**src/rtl/zwait_serv.sv**
```systemverilog
// Service side of the Z80 wait mechanism: captures the stalled bus cycle, hands it to the AVR,
// then releases the Z80 with a wait_end pulse and drives read data until the flags clear.
module zwait_serv #(
    parameter int unsigned END_LEN    = 4,
    parameter int unsigned TIMEOUT    = 255,
    parameter logic [7:0]  ABORT_DATA = 8'hFF
) (
    input  logic        fclk,
    input  logic        rst,
    input  logic [6:0]  waits,
    input  logic [15:0] zaddr,
    input  logic [7:0]  zdin,
    input  logic        zrd_n,
    input  logic        zwr_n,
    output logic        pend,
    output logic [2:0]  src,
    output logic [15:0] cap_addr,
    output logic [7:0]  cap_data,
    output logic        cap_wr,
    input  logic [7:0]  resp_data,
    input  logic        resp_stb,
    input  logic        abort,
    output logic [7:0]  resp_out,
    output logic        resp_oe,
    output logic        wait_end,
    output logic        timeout_err,
    input  logic        err_clr
);

    localparam logic [7:0] EndLast     = 8'(END_LEN - 1);
    localparam logic [7:0] TimeoutLast = 8'(TIMEOUT - 1);

    typedef enum logic [2:0] {StIdle, StCapture, StPending, StRelease, StHold} state_e;

    state_e      state_q, state_d;
    logic [6:0]  sync1_q, sync2_q;
    logic        armed_q, armed_d;
    logic [7:0]  cnt_q, cnt_d;
    logic [2:0]  src_q, src_d;
    logic [15:0] cap_addr_q, cap_addr_d;
    logic [7:0]  cap_data_q, cap_data_d;
    logic        cap_wr_q, cap_wr_d;
    logic [7:0]  resp_out_q, resp_out_d;
    logic        resp_oe_q, resp_oe_d;
    logic        wait_end_q, wait_end_d;
    logic        timeout_err_q, timeout_err_d;
    logic        anyw;
    logic        err_set;
    logic [2:0]  low_idx;

    assign anyw = |sync2_q;

    // Lowest set bit wins: scan from the top so the last hit is the lowest index.
    always_comb begin
        low_idx = 3'd0;
        for (int i = 6; i >= 0; i--) begin
            if (sync2_q[i]) low_idx = 3'(i);
        end
    end

    always_comb begin
        state_d    = state_q;
        armed_d    = armed_q;
        cnt_d      = cnt_q;
        src_d      = src_q;
        cap_addr_d = cap_addr_q;
        cap_data_d = cap_data_q;
        cap_wr_d   = cap_wr_q;
        resp_out_d = resp_out_q;
        resp_oe_d  = resp_oe_q;
        wait_end_d = wait_end_q;
        err_set    = 1'b0;

        case (state_q)
            StIdle: begin
                if (!anyw) armed_d = 1'b1;
                if (armed_q && anyw) state_d = StCapture;
            end
            StCapture: begin
                cap_addr_d = zaddr;
                cap_data_d = zdin;
                cap_wr_d   = ~zwr_n;
                src_d      = low_idx;
                armed_d    = 1'b0;
                state_d    = StPending;
            end
            StPending: begin
                if (abort || resp_stb) begin
                    if (!cap_wr_q) resp_out_d = abort ? ABORT_DATA : resp_data;
                    state_d    = StRelease;
                    wait_end_d = 1'b1;
                    resp_oe_d  = ~cap_wr_q;
                    cnt_d      = 8'd0;
                end
            end
            StRelease: begin
                if (cnt_q == EndLast) begin
                    state_d    = StHold;
                    wait_end_d = 1'b0;
                    cnt_d      = 8'd0;
                end else begin
                    cnt_d = cnt_q + 8'd1;
                end
            end
            StHold: begin
                if (!anyw) begin
                    state_d   = StIdle;
                    resp_oe_d = 1'b0;
                end else if (cnt_q == TimeoutLast) begin
                    err_set   = 1'b1;
                    state_d   = StIdle;
                    resp_oe_d = 1'b0;
                end else begin
                    cnt_d = cnt_q + 8'd1;
                end
            end
            default: state_d = StIdle;
        endcase

        timeout_err_d = err_set | (timeout_err_q & ~err_clr);
    end

    always_ff @(posedge fclk or posedge rst) begin
        if (rst) begin
            state_q       <= StIdle;
            sync1_q       <= 7'd0;
            sync2_q       <= 7'd0;
            armed_q       <= 1'b0;
            cnt_q         <= 8'd0;
            src_q         <= 3'd0;
            cap_addr_q    <= 16'd0;
            cap_data_q    <= 8'd0;
            cap_wr_q      <= 1'b0;
            resp_out_q    <= 8'd0;
            resp_oe_q     <= 1'b0;
            wait_end_q    <= 1'b0;
            timeout_err_q <= 1'b0;
        end else begin
            state_q       <= state_d;
            sync1_q       <= waits;
            sync2_q       <= sync1_q;
            armed_q       <= armed_d;
            cnt_q         <= cnt_d;
            src_q         <= src_d;
            cap_addr_q    <= cap_addr_d;
            cap_data_q    <= cap_data_d;
            cap_wr_q      <= cap_wr_d;
            resp_out_q    <= resp_out_d;
            resp_oe_q     <= resp_oe_d;
            wait_end_q    <= wait_end_d;
            timeout_err_q <= timeout_err_d;
        end
    end

    assign pend        = (state_q == StPending);
    assign src         = src_q;
    assign cap_addr    = cap_addr_q;
    assign cap_data    = cap_data_q;
    assign cap_wr      = cap_wr_q;
    assign resp_out    = resp_out_q;
    assign resp_oe     = resp_oe_q;
    assign wait_end    = wait_end_q;
    assign timeout_err = timeout_err_q;

endmodule

```
**config.mk**
```make
export PLATFORM = sky130hd
export DESIGN_NAME = zwait_serv
export DESIGN_NICKNAME = d
export VERILOG_FILES = /design/src/rtl/zwait_serv.sv
export SDC_FILE = /design/constraint.sdc
export NUM_CORES = 1
export LEC_CHECK = 0
export CAP_MARGIN = 25
export CORE_MARGIN = 8
export CORE_UTILIZATION = 46
export CTS_BUF_LIST = sky130_fd_sc_hd__clkbuf_4 sky130_fd_sc_hd__clkbuf_8 sky130_fd_sc_hd__clkbuf_16
export DETAILED_ROUTE_END_ITERATION = 6
export GPL_TIMING_DRIVEN = 0
export HOLD_SLACK_MARGIN = 0.1
export PLACE_DENSITY_LB_ADDON = 0.08
export SKIP_CTS_REPAIR_TIMING = 1
export SYNTH_ARGS = -nofsm -noshare
export SYNTH_HDL_FRONTEND = slang
export SYNTH_SLANG_ARGS = --single-unit
```
**constraint.sdc**
```tcl
create_clock -name fclk -period 2.05 [get_ports fclk]
set_input_delay 0.205 -clock fclk [delete_from_list [all_inputs] [get_ports fclk]]
set_output_delay 0.205 -clock fclk [all_outputs]
set_load 0.03 [all_outputs]
```
==> flow_metrics.tcl, run 1 <==
set metrics [dict create \
    worst_slack_ns 0.2706 \
    netlist_instances 280 \
    final_antenna_net_count 0 \
    crit_type "reg2reg" \
    clock_latency_ns 0.34 \
    report.final.slew_viol_count 0 \
    cts-root-buf "clkbuf_8" \
    fmax_mhz 562.0 \
    std_cell_rows 28 \
    ys_seq_elements 65 \
    tightestPinTransition_ns 0.8823 \
    grt_pass1_wl_um 11270 \
    place_area_sq_um 3709 \
    cp.required_ns 2.27 \
    p_per_area_nw_per_um2 1504 \
    async_reset_ff_frac 1.000 \
    post-dp-hpwl_um 4964 \
    synthesis.area_sq_um 2754 \
    ys_top_cells_by_count "nand2_1, dfrtp_1, nor2_1" \
    period_needed_ns 1.779 \
    critPathMaxFanout 10 \
    grt-ovfl-total 0 \
    io_pins 86 \
    grt_pass1_vias 2315 \
    start_util 0.4707 \
    min_path_type "in2reg" \
    drcViolationCount 0 \
    post-place-ws_ns 0.08133 \
    vias 2315 \
    diodes 0 \
    dieArea_sq_um 8719 \
    antenna_found_initial 0 \
    synth_top_area_share 0.5906 \
    final_cell_area_sq_um 3955 \
    cp.buffers_inverters 1 \
    p_leak_nw 1.766 \
    viasPerCell 5.088 \
    cts_made_buffers 9 \
    yosysMostFrequentCell "nand2_1" \
    synthTopCellsByArea "dfrtp_1, nand2_1, nor2_1, mux2i_1, o21ai_0" \
    clk_pin_slew_ns 0.08 \
    setup_violations 0 \
    synth-edff-count 0 \
    synth_area_per_cell_sq_um 9.835 \
    wl_um 6906 \
    vdd_drop_max_uv 851.8 \
    max_stage_delay_ns 0.41 \
    slew_headroom 0.4110 \
    synth.net_count 328 \
    dr.pass1.iters 4 \
    finalHoldViolCount 0 \
    nNetsFinal 424 \
    ys.flop_type "dfrtp_1" \
    critPathArrivalTime_ns 1.99 \
    grt_usage 0.1642 \
    drt_iter0_markers 99 \
    synth_warnings 0 \
    htreeDepth 3 \
    cp-end-kind "flip-flop" \
    fillCellCount 477 \
    clockBufferDepth 2 \
    critPathTopFamily "flip-flops" \
    critPathLaunchType "flip-flop" \
    ys_seq_area_frac 0.5906 \
    numClockSinks 65 \
    wl_per_cell_um 15.18 \
    rsz0062_at_grt "false" \
    cts_tree "built" \
    design.core.area_sq_um 5851 \
    synth_top_cell_by_area "dfrtp_1" \
    drv_cap 0 \
    post-route-period-util 0.8680 \
    area_growth_pct 43.62 \
    portBuffers 84 \
    place_congestion 0.8062 \
    status "finished clean" \
    skew_ns 0.01153 \
    grt_start_max_net_pins 42 \
    die_y_um 93.38 \
    drive_above_1_share 0.08421 \
    synthDistinctLibCells 36 \
    fp.dieW_um 93.38 \
    crit_chain "ha_2 > nor4b_4 > a21oi_1 > clkbuf_1 > o21ai_0 > mux2i_1" \
    cp_slowest_cell "dfrtp_1" \
]
## final timing paths
check                                start     endpoint  slack (ns)  depth (start not counted)
worst max-delay path              cnt_q[1]     cnt_q[5]        0.27                          6
worst min-delay path              waits[4]   sync1_q[4]        0.31                          1
worst max register to register    cnt_q[1]     cnt_q[5]        0.27                          6
worst min register to register  sync1_q[1]   sync2_q[1]        0.35                          0
max in group asynchronous              rst  cap_data[1]        1.03                          3
min in group asynchronous              rst     cnt_q[3]        0.39                          2
## routing by layer
metal | GRT usage | up-vias | part of all wire
met3 | 0.07292 | 8 | 0.094
met5 | 0 | - | 0
met2 | 0.2515 | 82 | 0.48
li1 | - | 1137 | -
met4 | 0.06980 | 0 | 0.016
met1 | 0.1961 | 1088 | 0.41
## power breakdown
group          internal (mW)  leakage (nW)  total, mW  switching (mW)
Combinational           1.11         0.863       2.76            1.65
Sequential              1.69         0.783       1.93           0.236
Clock                  0.792         0.119       1.26           0.470
Total                   3.59          1.77       5.95            2.36
## worst register-to-register path, delay by kind of cell, from the launching register on
family | cells | cell delay [ns]
flip-flops | 1 | 0.41
buffers and inverters | 1 | 0.24
adder cells (fa/ha/maj) | 1 | 0.26
AND/OR/NAND/NOR | 1 | 0.29
multiplexers | 1 | 0.09
AO/OA/AOI/OAI | 2 | 0.37
## cell families (layout without fill, tap and decap cells)
| family | Yosys count | after routing | synth area share |
|---|---|---|---|
| flip-flops | 65 | 65 | 0.5906 |
| multiplexers | 8 | 8 | 0.02908 |
| adder cells (fa/ha/maj) | 2 | 2 | 0.009085 |
| buffers and inverters | 18 | 118 | 0.02998 |
| AO/OA/AOI/OAI | 54 | 54 | 0.1249 |
| AND/OR/NAND/NOR | 133 | 133 | 0.2163 |
## through the flow
stage / TNS, ns / power [mW] / instances / hold slack, ns / utilization
global route: 0 / 6.339 / 455 / 0.2946 / 0.6760
floorplan: 0 / 3.604 / 280 / 0.2364 / -
CTS: 0 / 6.018 / 455 / 0.2894 / 0.6737
finish: 0 / 5.950 / 455 / 0.3109 / 0.6760
global placement: -58.67 / 4.655 / 439 / 0.3326 / 0.6305
detailed placement: 0 / 4.714 / 440 / 0.3362 / 0.6339
## area by class of cell
class                   instances  area, sq um  share of cell area
clock buffers                  13        172.7             0.04366
plain buffers                  12        60.06             0.01519
inverters                       6        22.52            0.005694
flip-flops and latches         65         1627              0.4113
repair buffers                 85        863.3              0.2183
clock inverters                 2        60.06             0.01519
well taps                      75        93.84             0.02373
multi-input cells             197         1056              0.2670
## cell usage in the layout, fill, tap and decap left out, types with 6 or more instances in the layout
cell	instances
mux2i_1	8
nand2_1	79
nor2_1	25
o21ai_0	15
clkdlybuf4s50_1	83
o21bai_1	9
buf_2	6
clkbuf_8	12
a21oi_1	10
nand3_1	7
dfrtp_1	65
## state kept, by name, summed over array words and instances (netlist names)
register and cells:
sync1_q 7, resp_out 8, cnt_q 8, resp_oe 1, src 3, armed_q 1, sync2_q 7, cap_wr 1
cap_data 8, timeout_err 1, state_q 3, cap_addr 16, wait_end 1
Power figures use the tool's default switching activity.
==> run 2, diff against run 1 <==
- CORE_UTILIZATION: 46 -> 48
- clock period: 2.05 -> 2.2 ns (I/O delays scaled with it)
==> run 2 against run 1 <==
Via count decreased by 0.39%. Wire length decreased by 4.5%. Worst setup slack got worse by 0.13 ns. Critical path type is now reg2out. Clock skew decreased by 0.0050 ns. Cell count decreased by 0.44%. Sequential power decreased by 7%.
==> flow_metrics.tcl, run 2 (synthesis results as in run 1) <==
set metrics [dict create \
    status "finished clean" \
    antenna_found_initial 0 \
    cp.buffers_inverters 2 \
    htreeDepth 3 \
    crit_chain "buf_4 > nor2_1 > and2_1 > clkdlybuf4s50_1" \
    dr.pass1.iters 4 \
    portBuffers 84 \
    drv_cap 0 \
    cts_tree "built" \
    critPathArrivalTime_ns 1.84 \
    drive_above_1_share 0.08399 \
    grt_usage 0.1627 \
    dieArea_sq_um 8417 \
    wl_per_cell_um 14.55 \
    clk_pin_slew_ns 0.07 \
    min_path_type "in2async" \
    critPathMaxFanout 10 \
    slew_headroom 0.5568 \
    post-route-period-util 0.9349 \
    largest_register_ffs 16 \
    clockBufferDepth 2 \
    io_pins 86 \
    clock_latency_ns 0.33 \
    cts-root-buf "clkbuf_8" \
    grt_start_max_net_pins 40 \
    cp.required_ns 1.98 \
    fillCellCount 431 \
    skew_ns 0.006553 \
    critPathTopFamily "buffers and inverters" \
    area_growth_pct 42.34 \
    place_congestion 0.8521 \
    setup-tns-final_ns 0 \
    fp.dieW_um 91.75 \
    finalHoldViolCount 0 \
    rsz0062_at_grt "false" \
    period_needed_ns 2.057 \
    setup_violations 0 \
    final_antenna_net_count 0 \
    wl_um 6592 \
    vdd_drop_max_uv 873.4 \
    vias 2306 \
    p_leak_nw 1.739 \
    viasPerCell 5.091 \
    p_per_area_nw_per_um2 1382 \
    drcViolationCount 0 \
    fmax_mhz 486.2 \
    tightestPinTransition_ns 0.6597 \
    cp-end-kind "primary output" \
    post-place-ws_ns 0.2222 \
    cp_slowest_cell "clkdlybuf4s50_1" \
    final_common_cell "clkdlybuf4s50_1" \
    drt_iter0_markers 102 \
    design.core.area_sq_um 5540 \
    numClockSinks 65 \
    report.final.slew_viol_count 0 \
    grt_pass1_vias 2308 \
    crit_type "reg2out" \
    nNetsFinal 424 \
    max_stage_delay_ns 0.68 \
    layout_common_cells "clkdlybuf4s50_1, nand2_1, dfrtp_1" \
    start_util 0.4971 \
    grt-ovfl-total 0 \
    critPathLaunchType "flip-flop" \
    die_y_um 91.75 \
    grt_pass1_wl_um 11100 \
    diodes 0 \
    std_cell_rows 27 \
    post-dp-hpwl_um 4858 \
    cts_made_buffers 9 \
    worst_slack_ns 0.1433 \
]
==> run 2: cell types whose count changed in the layout (fill, tap and decap cells not counted), sizes merged <==
cell,before,now
bufinv,2,1
clkbuf,17,16
clkdlybuf4s50,83,84
clkinvlp,0,2
clkinv,0,1
dlymetal6s2s,1,0
==> run 2: layer usage <==
| layer | vias to the layer above | wire length, um | share of wire | global-route usage |
|---|---|---|---|---|
| met5 | - | 0 | 0 | 0 |
| met4 | 0 | 85 | 0.013 | 0.06040 |
| met3 | 8 | 647 | 0.098 | 0.07579 |
| met2 | 75 | 3102 | 0.47 | 0.2533 |
| met1 | 1086 | 2757 | 0.42 | 0.1927 |
| li1 | 1137 | - | - | - |
==> run 2: report_power, final <==
group	switching (mW)	internal (mW)	total [mW]	leakage, nW
sequential	0.211	1.58	1.79	0.783
clock	0.448	0.614	1.06	0.105
combinational	1.54	1.03	2.57	0.852
total	2.20	3.22	5.42	1.74
==> run 2: per-stage QoR <==
| step | utilization | area (sq um) | power, mW | cells | hold WS (ns) |
|---|---|---|---|---|---|
| after floorplan | - | 2754 | 3.358 | 280 | 0.2514 |
| after global placement | 0.6651 | 3685 | 4.331 | 436 | 0.3320 |
| after detailed placement | 0.6687 | 3705 | 4.395 | 437 | 0.3347 |
| after CTS | 0.7075 | 3920 | 5.478 | 453 | 0.2745 |
| after global routing | 0.7075 | 3920 | 5.770 | 453 | 0.3143 |
| final | 0.7075 | 3920 | 5.417 | 453 | 0.2582 |
==> run 2: worst paths after layout <==
kind / start / to / slack (ns) / cells past startpoint
max in group asynchronous: rst / resp_out[0] / 1.34 / 3
max: state_q[0] / pend / 0.14 / 4
min reg2reg: sync1_q[3] / sync2_q[3] / 0.35 / 0
min: rst / sync1_q[1] / 0.26 / 2
max reg2reg: cnt_q[1] / cnt_q[5] / 0.29 / 6
min in group fclk: waits[0] / sync1_q[0] / 0.32 / 1
==> run 2: final cells by class <==
class	count	area (sq um)	area share
Timing Repair Buffer	85	860.8	0.2196
Clock buffer	12	165.2	0.04213
Sequential cell	65	1627	0.4149
Multi-Input combinational cell	197	1045	0.2665
Clock inverter	4	50.05	0.01277
Tap cell	72	90.09	0.02298
Buffer	12	60.06	0.01532
Inverter	6	22.52	0.005745
==> run 2: worst register-to-register path, delay by kind of cell, from the launching register on <==
| kind | cells | cell delay (ns) |
|---|---|---|
| AND/OR/NAND/NOR | 1 | 0.40 |
| AO/OA/AOI/OAI | 2 | 0.39 |
| multiplexers | 1 | 0.09 |
| flip-flops | 1 | 0.41 |
| buffers and inverters | 1 | 0.24 |
| adder cells (fa/ha/maj) | 1 | 0.26 |
==> run 3, diff against run 2 <==
- PLACE_DENSITY_LB_ADDON: 0.08 -> 0.12
==> run 3 against run 2 <==
Clock-buffer cell count decreased by 3. Cell count is the same. Die area unchanged. Maximum frequency shrank 1.9%. First-iteration DRC count is the same. Highest routed layer unchanged.
==> flow_metrics.tcl, run 3 (synthesis results as in run 1) <==
set metrics [dict create \
    report.final.slew_viol_count 0 \
    dieArea_sq_um 8417 \
    place_congestion 0.8504 \
    drcViolationCount 0 \
    numClockSinks 65 \
    cp_slowest_cell "clkdlybuf4s50_1" \
    std_cell_rows 27 \
    crit_type "reg2out" \
    clock_latency_ns 0.34 \
    grt-ovfl-total 0 \
    drt_iter0_markers 102 \
    r2r-start "cnt_q[1]" \
    cp.required_ns 1.98 \
    critical_path.startpoint "state_q[0]" \
    crit_chain "buf_4 > nor2_1 > and2_1 > clkdlybuf4s50_1" \
    rrSetupSlack_ns 0.28 \
    grt_pass1_wl_um 11230 \
    worst_r2r_path_depth 6 \
    io_pins 86 \
    worstReg2RegEnd "cnt_q[3]" \
    grt_start_max_net_pins 35 \
    drv_cap 0 \
    grt_usage 0.1661 \
    critPathMaxFanout 10 \
    slew_headroom 0.5574 \
    clk_pin_slew_ns 0.07 \
    cp-endpoint "pend" \
    vdd_drop_max_uv 894.4 \
    critPathTopFamily "buffers and inverters" \
    cts_tree "built" \
    finalHoldViolCount 0 \
    min_path_type "in2async" \
    setup_violations 0 \
    fp.dieW_um 91.75 \
    p_per_area_nw_per_um2 1373 \
    final_antenna_net_count 0 \
    start_util 0.4971 \
    wl_um 6630 \
    nNetsFinal 424 \
    design.core.area_sq_um 5540 \
    cp-end-kind "primary output" \
    critPathLaunchType "flip-flop" \
    dr.pass1.iters 4 \
    post-route-period-util 0.9533 \
    skew_ns 0.005355 \
    grt_pass1_vias 2302 \
    viasPerCell 5.088 \
    layout_common_cells "clkdlybuf4s50_1, nand2_1, dfrtp_1" \
    totalPowerFinal_mw 5.364 \
    largest_register_ffs 16 \
    cp.depth 4 \
    area_growth_pct 41.89 \
    portBuffers 84 \
    post-route-util 0.7053 \
    status "finished clean" \
    critPathArrivalTime_ns 1.88 \
    max_stage_delay_ns 0.70 \
    wl_per_cell_um 14.64 \
    final_common_cell "clkdlybuf4s50_1" \
    rsz0062_at_grt "false" \
    drive_above_1_share 0.08399 \
    post-dp-hpwl_um 4957 \
    cp.buffers_inverters 2 \
    vias 2305 \
    period_needed_ns 2.097 \
    tightestPinTransition_ns 0.6629 \
    fillCellCount 434 \
    cts_made_buffers 9 \
    htreeDepth 3 \
    die_y_um 91.75 \
    clockBufferDepth 2 \
    diodes 0 \
    antenna_found_initial 0 \
    cts-root-buf "clkbuf_8" \
    fmax_mhz 476.8 \
    p_leak_nw 1.727 \
]
-- run 3: cell count changes in the layout (fill, tap and decap cells not counted), sizes merged --
cell,delta
clkbuf,-3
clkinvlp,+1
inv,+2
-- run 3: worst min-delay path by stage --
stage,slack [ns],start,endpoint,cells past startpoint
after floorplan,0.25,waits[0],sync1_q[0],0
after global placement,0.33,sync1_q[2],sync2_q[2],0
after detailed placement,0.34,sync1_q[3],sync2_q[3],0
after CTS,0.30,waits[0],sync1_q[0],1
after global routing,0.30,waits[2],sync1_q[2],1
final,0.29,rst,sync1_q[0],2
-- run 3: routing by layer --
metal  part of all wire  vias up  GRT usage
met3              0.088        8    0.06438
met1               0.43     1083     0.1986
met2               0.46       74     0.2575
met5                  0        -          0
li1                   -     1140          -
met4              0.014        0    0.08054
-- run 3: metrics by stage --
stage	setup slack (ns)	cell area [sq um]	TNS (ns)	std cells	hold slack (ns)
after detailed placement	0.2120	3705	0	437	0.3355
after global placement	-0.7759	3685	-50.23	436	0.3315
after CTS	0.1024	3908	0	453	0.2984
after global routing	0.06341	3908	0	453	0.3042
final	0.1027	3908	0	453	0.2905
after floorplan	0.3535	2754	0	280	0.2514
-- run 3: power by group --
group	leakage (nW)	switching (mW)	internal, mW	total (mW)
combinational	0.852	1.53	1.03	2.56
clock	0.0925	0.481	0.532	1.01
sequential	0.783	0.213	1.58	1.79
total	1.73	2.23	3.13	5.36
-- run 3: final cells by class --
type,count,area (sq um),area share
plain buffers,12,60.06,0.01537
inverters,6,22.52,0.005764
flip-flops and latches,65,1627,0.4163
well taps,72,90.09,0.02305
clock inverters,7,78.83,0.02017
repair buffers,85,860.8,0.2203
clock buffers,9,123.9,0.03170
multi-input cells,197,1045,0.2674
